[src/rtl/sys_ctrl_pkg.sv]
// Shared definitions for the SYS_TOP command controller: command codes,
// register file map and FSM state encodings.
package sys_ctrl_pkg;

  localparam logic [7:0] CMD_RF_WR     = 8'hAA;
  localparam logic [7:0] CMD_RF_RD     = 8'hBB;
  localparam logic [7:0] CMD_ALU_W_OP  = 8'hCC;
  localparam logic [7:0] CMD_ALU_W_NOP = 8'hDD;

  localparam int unsigned RF_ADDR_OPA       = 0;
  localparam int unsigned RF_ADDR_OPB       = 1;
  localparam int unsigned RF_ADDR_UART_CFG  = 2;
  localparam int unsigned RF_ADDR_DIV_RATIO = 3;

  typedef enum logic [3:0] {
    ST_IDLE,
    ST_RF_WR_ADDR,
    ST_RF_WR_DATA,
    ST_RF_RD_ADDR,
    ST_RF_RD_WAIT,
    ST_ALU_OPA,
    ST_ALU_OPB,
    ST_ALU_FUN,
    ST_ALU_WAIT,
    ST_TX_LO,
    ST_TX_HI
  } ctrl_state_e;

  typedef enum logic [1:0] {
    PS_IDLE,
    PS_LO,
    PS_HI
  } push_state_e;

endpackage

[src/rtl/sys_cmd_ctrl_tx_push.sv]
// TX FIFO pusher: writes the low byte, then optionally the high byte, of a
// word, one registered push per cycle, stalling while the FIFO is full.
module ctrl_tx_push
  import sys_ctrl_pkg::*;
#(
  parameter int DATA_WIDTH = 8
) (
  input  logic                    clk,
  input  logic                    rst_n,
  input  logic                    start,
  input  logic                    two_byte,
  input  logic [2*DATA_WIDTH-1:0] word,
  input  logic                    tx_full,
  output logic [DATA_WIDTH-1:0]   tx_wr_data,
  output logic                    tx_wr_inc,
  output logic                    hi_pend,
  output logic                    done
);

  push_state_e             st, st_nxt;
  logic [2*DATA_WIDTH-1:0] word_q, word_eff;
  logic                    two_q, two_eff, lo_pend;
  logic [DATA_WIDTH-1:0]   data_nxt;
  logic                    inc_nxt, done_nxt;

  // The start cycle is treated as a pending low byte so the first push
  // lands directly after the capture edge.
  assign word_eff = start ? word : word_q;
  assign two_eff  = start ? two_byte : two_q;
  assign lo_pend  = start || (st == PS_LO);
  assign hi_pend  = (st == PS_HI);

  always_ff @(posedge clk or negedge rst_n) begin
    if (!rst_n) begin
      st         <= PS_IDLE;
      word_q     <= '0;
      two_q      <= 1'b0;
      tx_wr_data <= '0;
      tx_wr_inc  <= 1'b0;
      done       <= 1'b0;
    end else begin
      st         <= st_nxt;
      word_q     <= word_eff;
      two_q      <= two_eff;
      tx_wr_data <= data_nxt;
      tx_wr_inc  <= inc_nxt;
      done       <= done_nxt;
    end
  end

  always_comb begin
    st_nxt = st;
    if (lo_pend) begin
      if (tx_full) st_nxt = PS_LO;
      else         st_nxt = two_eff ? PS_HI : PS_IDLE;
    end else if (st == PS_HI && !tx_full) begin
      st_nxt = PS_IDLE;
    end
  end

  always_comb begin
    data_nxt = tx_wr_data;
    inc_nxt  = 1'b0;
    done_nxt = 1'b0;
    if (lo_pend) begin
      data_nxt = word_eff[DATA_WIDTH-1:0];
      inc_nxt  = !tx_full;
      done_nxt = !tx_full && !two_eff;
    end else if (st == PS_HI) begin
      data_nxt = word_q[2*DATA_WIDTH-1:DATA_WIDTH];
      inc_nxt  = !tx_full;
      done_nxt = !tx_full;
    end
  end

endmodule

[src/rtl/sys_cmd_ctrl.sv]
// Command sequencer: decodes host frames from UART RX, drives register file
// and ALU, and returns response bytes through the TX FIFO.
module sys_cmd_ctrl
  import sys_ctrl_pkg::*;
#(
  parameter int DATA_WIDTH    = 8,
  parameter int ADDR_WIDTH    = 4,
  parameter int ALU_OUT_WIDTH = 16
) (
  input  logic                     CLK,
  input  logic                     RST,
  input  logic [DATA_WIDTH-1:0]    RX_P_DATA,
  input  logic                     RX_D_VLD,
  output logic                     RF_WrEn,
  output logic                     RF_RdEn,
  output logic [ADDR_WIDTH-1:0]    RF_Address,
  output logic [DATA_WIDTH-1:0]    RF_WrData,
  input  logic [DATA_WIDTH-1:0]    RF_RdData,
  input  logic                     RF_RdData_VLD,
  output logic                     ALU_EN,
  output logic [3:0]               ALU_FUN,
  input  logic [ALU_OUT_WIDTH-1:0] ALU_OUT,
  input  logic                     ALU_OUT_VLD,
  output logic                     CLK_GATE_EN,
  output logic [DATA_WIDTH-1:0]    TX_WR_DATA,
  output logic                     TX_WR_INC,
  input  logic                     TX_FULL
);

  localparam int WORD_W = 2 * DATA_WIDTH;

  ctrl_state_e           state, state_nxt;
  logic                  wr_en_nxt, rd_en_nxt, alu_en_nxt, gate_nxt;
  logic [ADDR_WIDTH-1:0] addr_nxt;
  logic [DATA_WIDTH-1:0] wdata_nxt;
  logic [3:0]            fun_nxt;
  logic                  push_start, push_two, push_hi_pend, push_done;
  logic [WORD_W-1:0]     push_word;

  assign push_two   = (state == ST_ALU_WAIT);
  assign push_start = (state == ST_RF_RD_WAIT && RF_RdData_VLD) ||
                      (state == ST_ALU_WAIT && ALU_OUT_VLD);
  assign push_word  = push_two ? WORD_W'(ALU_OUT)
                               : {{DATA_WIDTH{1'b0}}, RF_RdData};

  always_ff @(posedge CLK or negedge RST) begin
    if (!RST) begin
      state       <= ST_IDLE;
      RF_WrEn     <= 1'b0;
      RF_RdEn     <= 1'b0;
      RF_Address  <= '0;
      RF_WrData   <= '0;
      ALU_EN      <= 1'b0;
      ALU_FUN     <= '0;
      CLK_GATE_EN <= 1'b0;
    end else begin
      state       <= state_nxt;
      RF_WrEn     <= wr_en_nxt;
      RF_RdEn     <= rd_en_nxt;
      RF_Address  <= addr_nxt;
      RF_WrData   <= wdata_nxt;
      ALU_EN      <= alu_en_nxt;
      ALU_FUN     <= fun_nxt;
      CLK_GATE_EN <= gate_nxt;
    end
  end

  always_comb begin
    state_nxt = state;
    case (state)
      ST_IDLE: begin
        if (RX_D_VLD) begin
          if (RX_P_DATA == DATA_WIDTH'(CMD_RF_WR))          state_nxt = ST_RF_WR_ADDR;
          else if (RX_P_DATA == DATA_WIDTH'(CMD_RF_RD))     state_nxt = ST_RF_RD_ADDR;
          else if (RX_P_DATA == DATA_WIDTH'(CMD_ALU_W_OP))  state_nxt = ST_ALU_OPA;
          else if (RX_P_DATA == DATA_WIDTH'(CMD_ALU_W_NOP)) state_nxt = ST_ALU_FUN;
        end
      end
      ST_RF_WR_ADDR: if (RX_D_VLD) state_nxt = ST_RF_WR_DATA;
      ST_RF_WR_DATA: if (RX_D_VLD) state_nxt = ST_IDLE;
      ST_RF_RD_ADDR: if (RX_D_VLD) state_nxt = ST_RF_RD_WAIT;
      ST_RF_RD_WAIT: if (RF_RdData_VLD) state_nxt = ST_TX_LO;
      ST_ALU_OPA:    if (RX_D_VLD) state_nxt = ST_ALU_OPB;
      ST_ALU_OPB:    if (RX_D_VLD) state_nxt = ST_ALU_FUN;
      ST_ALU_FUN:    if (RX_D_VLD) state_nxt = ST_ALU_WAIT;
      ST_ALU_WAIT:   if (ALU_OUT_VLD) state_nxt = ST_TX_LO;
      ST_TX_LO: begin
        if (push_done)         state_nxt = ST_IDLE;
        else if (push_hi_pend) state_nxt = ST_TX_HI;
      end
      ST_TX_HI:      if (push_done) state_nxt = ST_IDLE;
      default:       state_nxt = ST_IDLE;
    endcase
  end

  // Registered outputs are computed from next state so each strobe lands
  // the cycle after the accepting edge.
  always_comb begin
    wr_en_nxt  = 1'b0;
    rd_en_nxt  = 1'b0;
    alu_en_nxt = 1'b0;
    addr_nxt   = RF_Address;
    wdata_nxt  = RF_WrData;
    fun_nxt    = ALU_FUN;
    gate_nxt   = (state_nxt == ST_ALU_FUN) || (state_nxt == ST_ALU_WAIT);
    if (RX_D_VLD) begin
      case (state)
        ST_RF_WR_ADDR: addr_nxt = RX_P_DATA[ADDR_WIDTH-1:0];
        ST_RF_WR_DATA: begin
          wr_en_nxt = 1'b1;
          wdata_nxt = RX_P_DATA;
        end
        ST_RF_RD_ADDR: begin
          rd_en_nxt = 1'b1;
          addr_nxt  = RX_P_DATA[ADDR_WIDTH-1:0];
        end
        ST_ALU_OPA: begin
          wr_en_nxt = 1'b1;
          addr_nxt  = ADDR_WIDTH'(RF_ADDR_OPA);
          wdata_nxt = RX_P_DATA;
        end
        ST_ALU_OPB: begin
          wr_en_nxt = 1'b1;
          addr_nxt  = ADDR_WIDTH'(RF_ADDR_OPB);
          wdata_nxt = RX_P_DATA;
        end
        ST_ALU_FUN: begin
          alu_en_nxt = 1'b1;
          fun_nxt    = RX_P_DATA[3:0];
        end
        default: ;
      endcase
    end
  end

  ctrl_tx_push #(
    .DATA_WIDTH(DATA_WIDTH)
  ) u_tx_push (
    .clk       (CLK),
    .rst_n     (RST),
    .start     (push_start),
    .two_byte  (push_two),
    .word      (push_word),
    .tx_full   (TX_FULL),
    .tx_wr_data(TX_WR_DATA),
    .tx_wr_inc (TX_WR_INC),
    .hi_pend   (push_hi_pend),
    .done      (push_done)
  );

endmodule

[config.mk]
export PLATFORM = sky130hd
export DESIGN_NAME = sys_cmd_ctrl
export DESIGN_NICKNAME = d
export VERILOG_FILES = /design/src/rtl/sys_ctrl_pkg.sv /design/src/rtl/sys_cmd_ctrl_tx_push.sv /design/src/rtl/sys_cmd_ctrl.sv
export SDC_FILE = /design/constraint.sdc
export NUM_CORES = 1
export LEC_CHECK = 0
export ABC_AREA = 1
export BUFFER_PORTS_ARGS = -buffer_cell sky130_fd_sc_hd__buf_2
export CAP_MARGIN = 10
export CORE_ASPECT_RATIO = 1.4
export CORE_MARGIN = 10
export CORE_UTILIZATION = 47
export DETAILED_ROUTE_END_ITERATION = 16
export HOLD_SLACK_MARGIN = 0.03
export PLACE_DENSITY = 0.74
export SLEW_MARGIN = 5
export SYNTH_ARGS = -nofsm -noshare
export SYNTH_HDL_FRONTEND = slang
export SYNTH_SLANG_ARGS = --single-unit
[constraint.sdc]
create_clock -name CLK -period 1.4 [get_ports CLK]
set_input_delay 0.42 -clock CLK [delete_from_list [all_inputs] [get_ports CLK]]
set_output_delay 0.42 -clock CLK [all_outputs]
set_load 0.05 [all_outputs]
==> metrics.md <==
| Metric | Value |
|---|---|
| Status | `complete, but fails checks` |
| Failing checks | `negative setup slack` |
| Nets@finish | `470` |
| Mapped Area | `around 2600 µm²` |
| Die height | `108 µm` |
| Worst skew pair latency | `roughly 0.32 ns` |
| Fin util | `73.7%` |
| First-pass iteration count of the detailed router | `4` |
| H-tree Lvls | `2` |
| Largest stage delay on the critical path | `0.46 ns` |
| Yosys reg bits | `53` |
| Crit path max fanout | `6` |
| Syn. warnings | `0` |
| Total negative setup slack | `-2.54 ns` |
| Worst VDD drop | `1.17 mV` |
| Share of cells above drive strength 1 | `44.6%` |
| CP Capture Type | `flip-flop` |
| Syn nets | `345` |
| Rel. slew slack | `80.5%` |
| Fin area | `between 3000 and 4000 µm²` |
| I/O pin count | `67` |
| Setup CP Type | `flip-flop to flip-flop` |
| Post-placement setup slack | `-0.156 ns` |
| Final Hold Viols | `0` |
| WL/cell | `16.1 µm` |
| 1st-iter DRT viols | `116` |
| Critical R2R Launch | `state[0]` |
| Buf/Inv on CP | `1` |
| Tmin final | `1.53 ns` |
| Logic gate share of total power | `60.9%` |
| TritonCTS clock tree | `built` |
| Leakage | `1.99 nW` |
| Unrepaired setup endpoints after global routing | `yes` |
| Switch Pwr | `4.58 mW` |
| Placed cell area | `3300 µm²` |
| Measured slew at the worst slew-check pin | `0.292 ns` |
| CP startpoint kind | `flip-flop` |
| Min Hold Slack | `between 0.07 and 0.08 ns` |
| Die area | `between 8000 and 9000 µm²` |
| Die extent in x | `82.5 µm` |
| Commonest non-fill, non-tap cell in the layout | `nand2_1` |
| Sw Share | `between 40% and 50%` |
| Worst-path clk slew | `0.10 ns` |
| Post-DP HPWL | `5500 µm` |
| Clk root buf | `clkbuf_8` |
| Reg2Reg Setup Slack | `-0.13 ns` |
| Number of diodes | `0` |
| Crit path max-delay family | `simple AND/OR/NAND/NOR gates` |
| Int Pwr | `4.84 mW` |
| Filler cell count | `368` |
| Slowest cell on the critical path | `dfrtp_2` |
| Most frequent cells in the layout | `nand2_1, buf_2, dfrtp_1` |
| Max Slew Vio Count | `0` |
| MaxCap Viol Count | `0` |
| Library cells used by synthesis | `31` |
| CTS Buffer Depth | `2` |
| Data required time of the critical path | `1.64 ns` |
| FF-to-FF path depth | `8` |
| Flop pwr share | `27.9%` |
| DRC | `0` |
| Number of buffers created by CTS | `5` |
| Clock power frac | `11.2%` |
| Design Power | `9.42 mW` |
| DR vias/cell | `5.17` |
| Final Cycle Share | `109%` |
| CP Data Arrival Time | `about 1.8 ns` |
| Routed vias | `2578` |
| # hold bufs at CTS | `0` |
| Reg-to-reg critical path endpoint | `u_tx_push.tx_wr_data[0]` |
| Fmax | `653 MHz` |
| First-pass GRT wire length | `12100 µm` |
| Post-Layout Cell Count | `499` |
| PD cells | `2440 nW/µm²` |
| Post-Syn Instances | `307` |
| Initial Util | `49.1%` |
| Gr usage total | `17.3%` |
| Setup violations, final | `29` |
| GRT Residual Overflow | `0` |
| Hold Path Class | `input port to asynchronous set/reset pin` |
| GPL Wtd Cong | `0.931` |
| Core area | `5240 µm²` |
| Mean Syn Cell Area | `about 8.4 µm²` |
| Largest net degree at the start of global routing | `54` |
| Sequential share of the synthesized area | `51.6%` |
| Worst-path cell chain | `nor2_4 > nand3_4 > nand2_8 > buf_6 > nor2_1 > a31oi_1 > nand2_1 > o211ai_1` |
| Initial antenna violation count | `0` |
| Row count | `31` |
| Total Wirelength | `approximately 8000 µm` |
| Final setup skew | `0.0120 ns` |
| Antenna-violating nets left | `0` |
| # port buffers | `66` |
| Final WS setup | `-0.131 ns` |
| Clock sink total | `53` |
| Placed cell count | `478` |
| Area growth syn-to-layout | `50.1%` |
| Vias in the first global route | `2696` |
-- how the worst max path moves through the flow --
stage                  start                 endpoint  cells after the start
finish              state[0]  u_tx_push.tx_wr_data[0]                      8
global route        state[0]              CLK_GATE_EN                     11
CTS                 state[1]  u_tx_push.tx_wr_data[6]                      8
detailed placement  state[0]      u_tx_push.word_q[8]                      6
global placement    state[3]             RF_WrData[3]                      7
floorplan           state[0]  u_tx_push.tx_wr_data[3]                      8
-- area by class of cell --
type                            count  area [µm²]  area share [%]
Inverter                           42         173            4.47
Timing Repair Buffer              124         871            22.6
Clock buffer                        6        72.6            1.88
Sequential cell                    53        1330            34.4
Tap cell                           66        82.6            2.14
Clock inverter                      2        38.8            1.01
Multi-Input combinational cell    206        1290            33.5
-- flip-flops by register name (all words and copies together), names as in the netlist --
signal and flops:
u_tx_push.word_q 16, RF_WrData 8, u_tx_push.tx_wr_data 8, ALU_FUN 4, RF_Address 4, state 4, u_tx_push.st 2, ALU_EN 1
CLK_GATE_EN 1, RF_RdEn 1, RF_WrEn 1, u_tx_push.done 1, u_tx_push.two_q 1, u_tx_push.tx_wr_inc 1
-- cells in the mapped netlist (all sizes together) --
master   instances  area (µm²)
dfrtp           53        1330
o2111ai          1        8.76
nor3             1        5.00
o22ai            1        6.26
o21ai           22         110
inv             41         154
nor2            34         163
nand4            1        6.26
o21bai           1        7.51
nand2           81         325
buf              5        43.8
o211ai           2        15.0
nor4             1        6.26
nand3           42         235
a31oi            9        86.3
clkbuf           1        3.75
clkinv           1        3.75
a21oi           10        65.1
-- what timing repair did --
item / CTS / global route
buffers inserted: 5 / 6
gates cloned: 0 / 2
pin swaps: 8 / 12
resized for setup: 31 / 63
setup endpoints to repair: 41 / 54
-- routing by layer --
| metal | global-route usage, % | part of all wire [%] |
|---|---|---|
| met1 | 17.0 | 36 |
| met2 | 31.4 | 54 |
| met3 | 4.68 | 6.8 |
| met4 | 8.63 | 3.7 |
| met5 | 0 | 0 |
-- kinds of logic (layout without fill, tap and decap cells) --
group,after synthesis,count (layout),share of synthesized area (%)
AO/OA/AOI/OAI,46,46,11.6
flip-flops,53,53,51.6
buffers and inverters,48,174,7.98
AND/OR/NAND/NOR,160,160,28.8
-- power groups by stage --
| stage | combinational [mW] | clock, mW | sequential (mW) |
|---|---|---|---|
| 6_report | 5.73 | 1.06 | 2.63 |
| 5_1_grt | 6.14 | 1.14 | 2.69 |
| 2_1_floorplan | 1.83 | 0 | 3.88 |
| 3_3_place_gp | 4.52 | 0 | 2.58 |
| 3_5_place_dp | 4.61 | 0 | 2.60 |
| 4_1_cts | 5.01 | 1.06 | 2.57 |
Power figures use the tool's default switching activity.
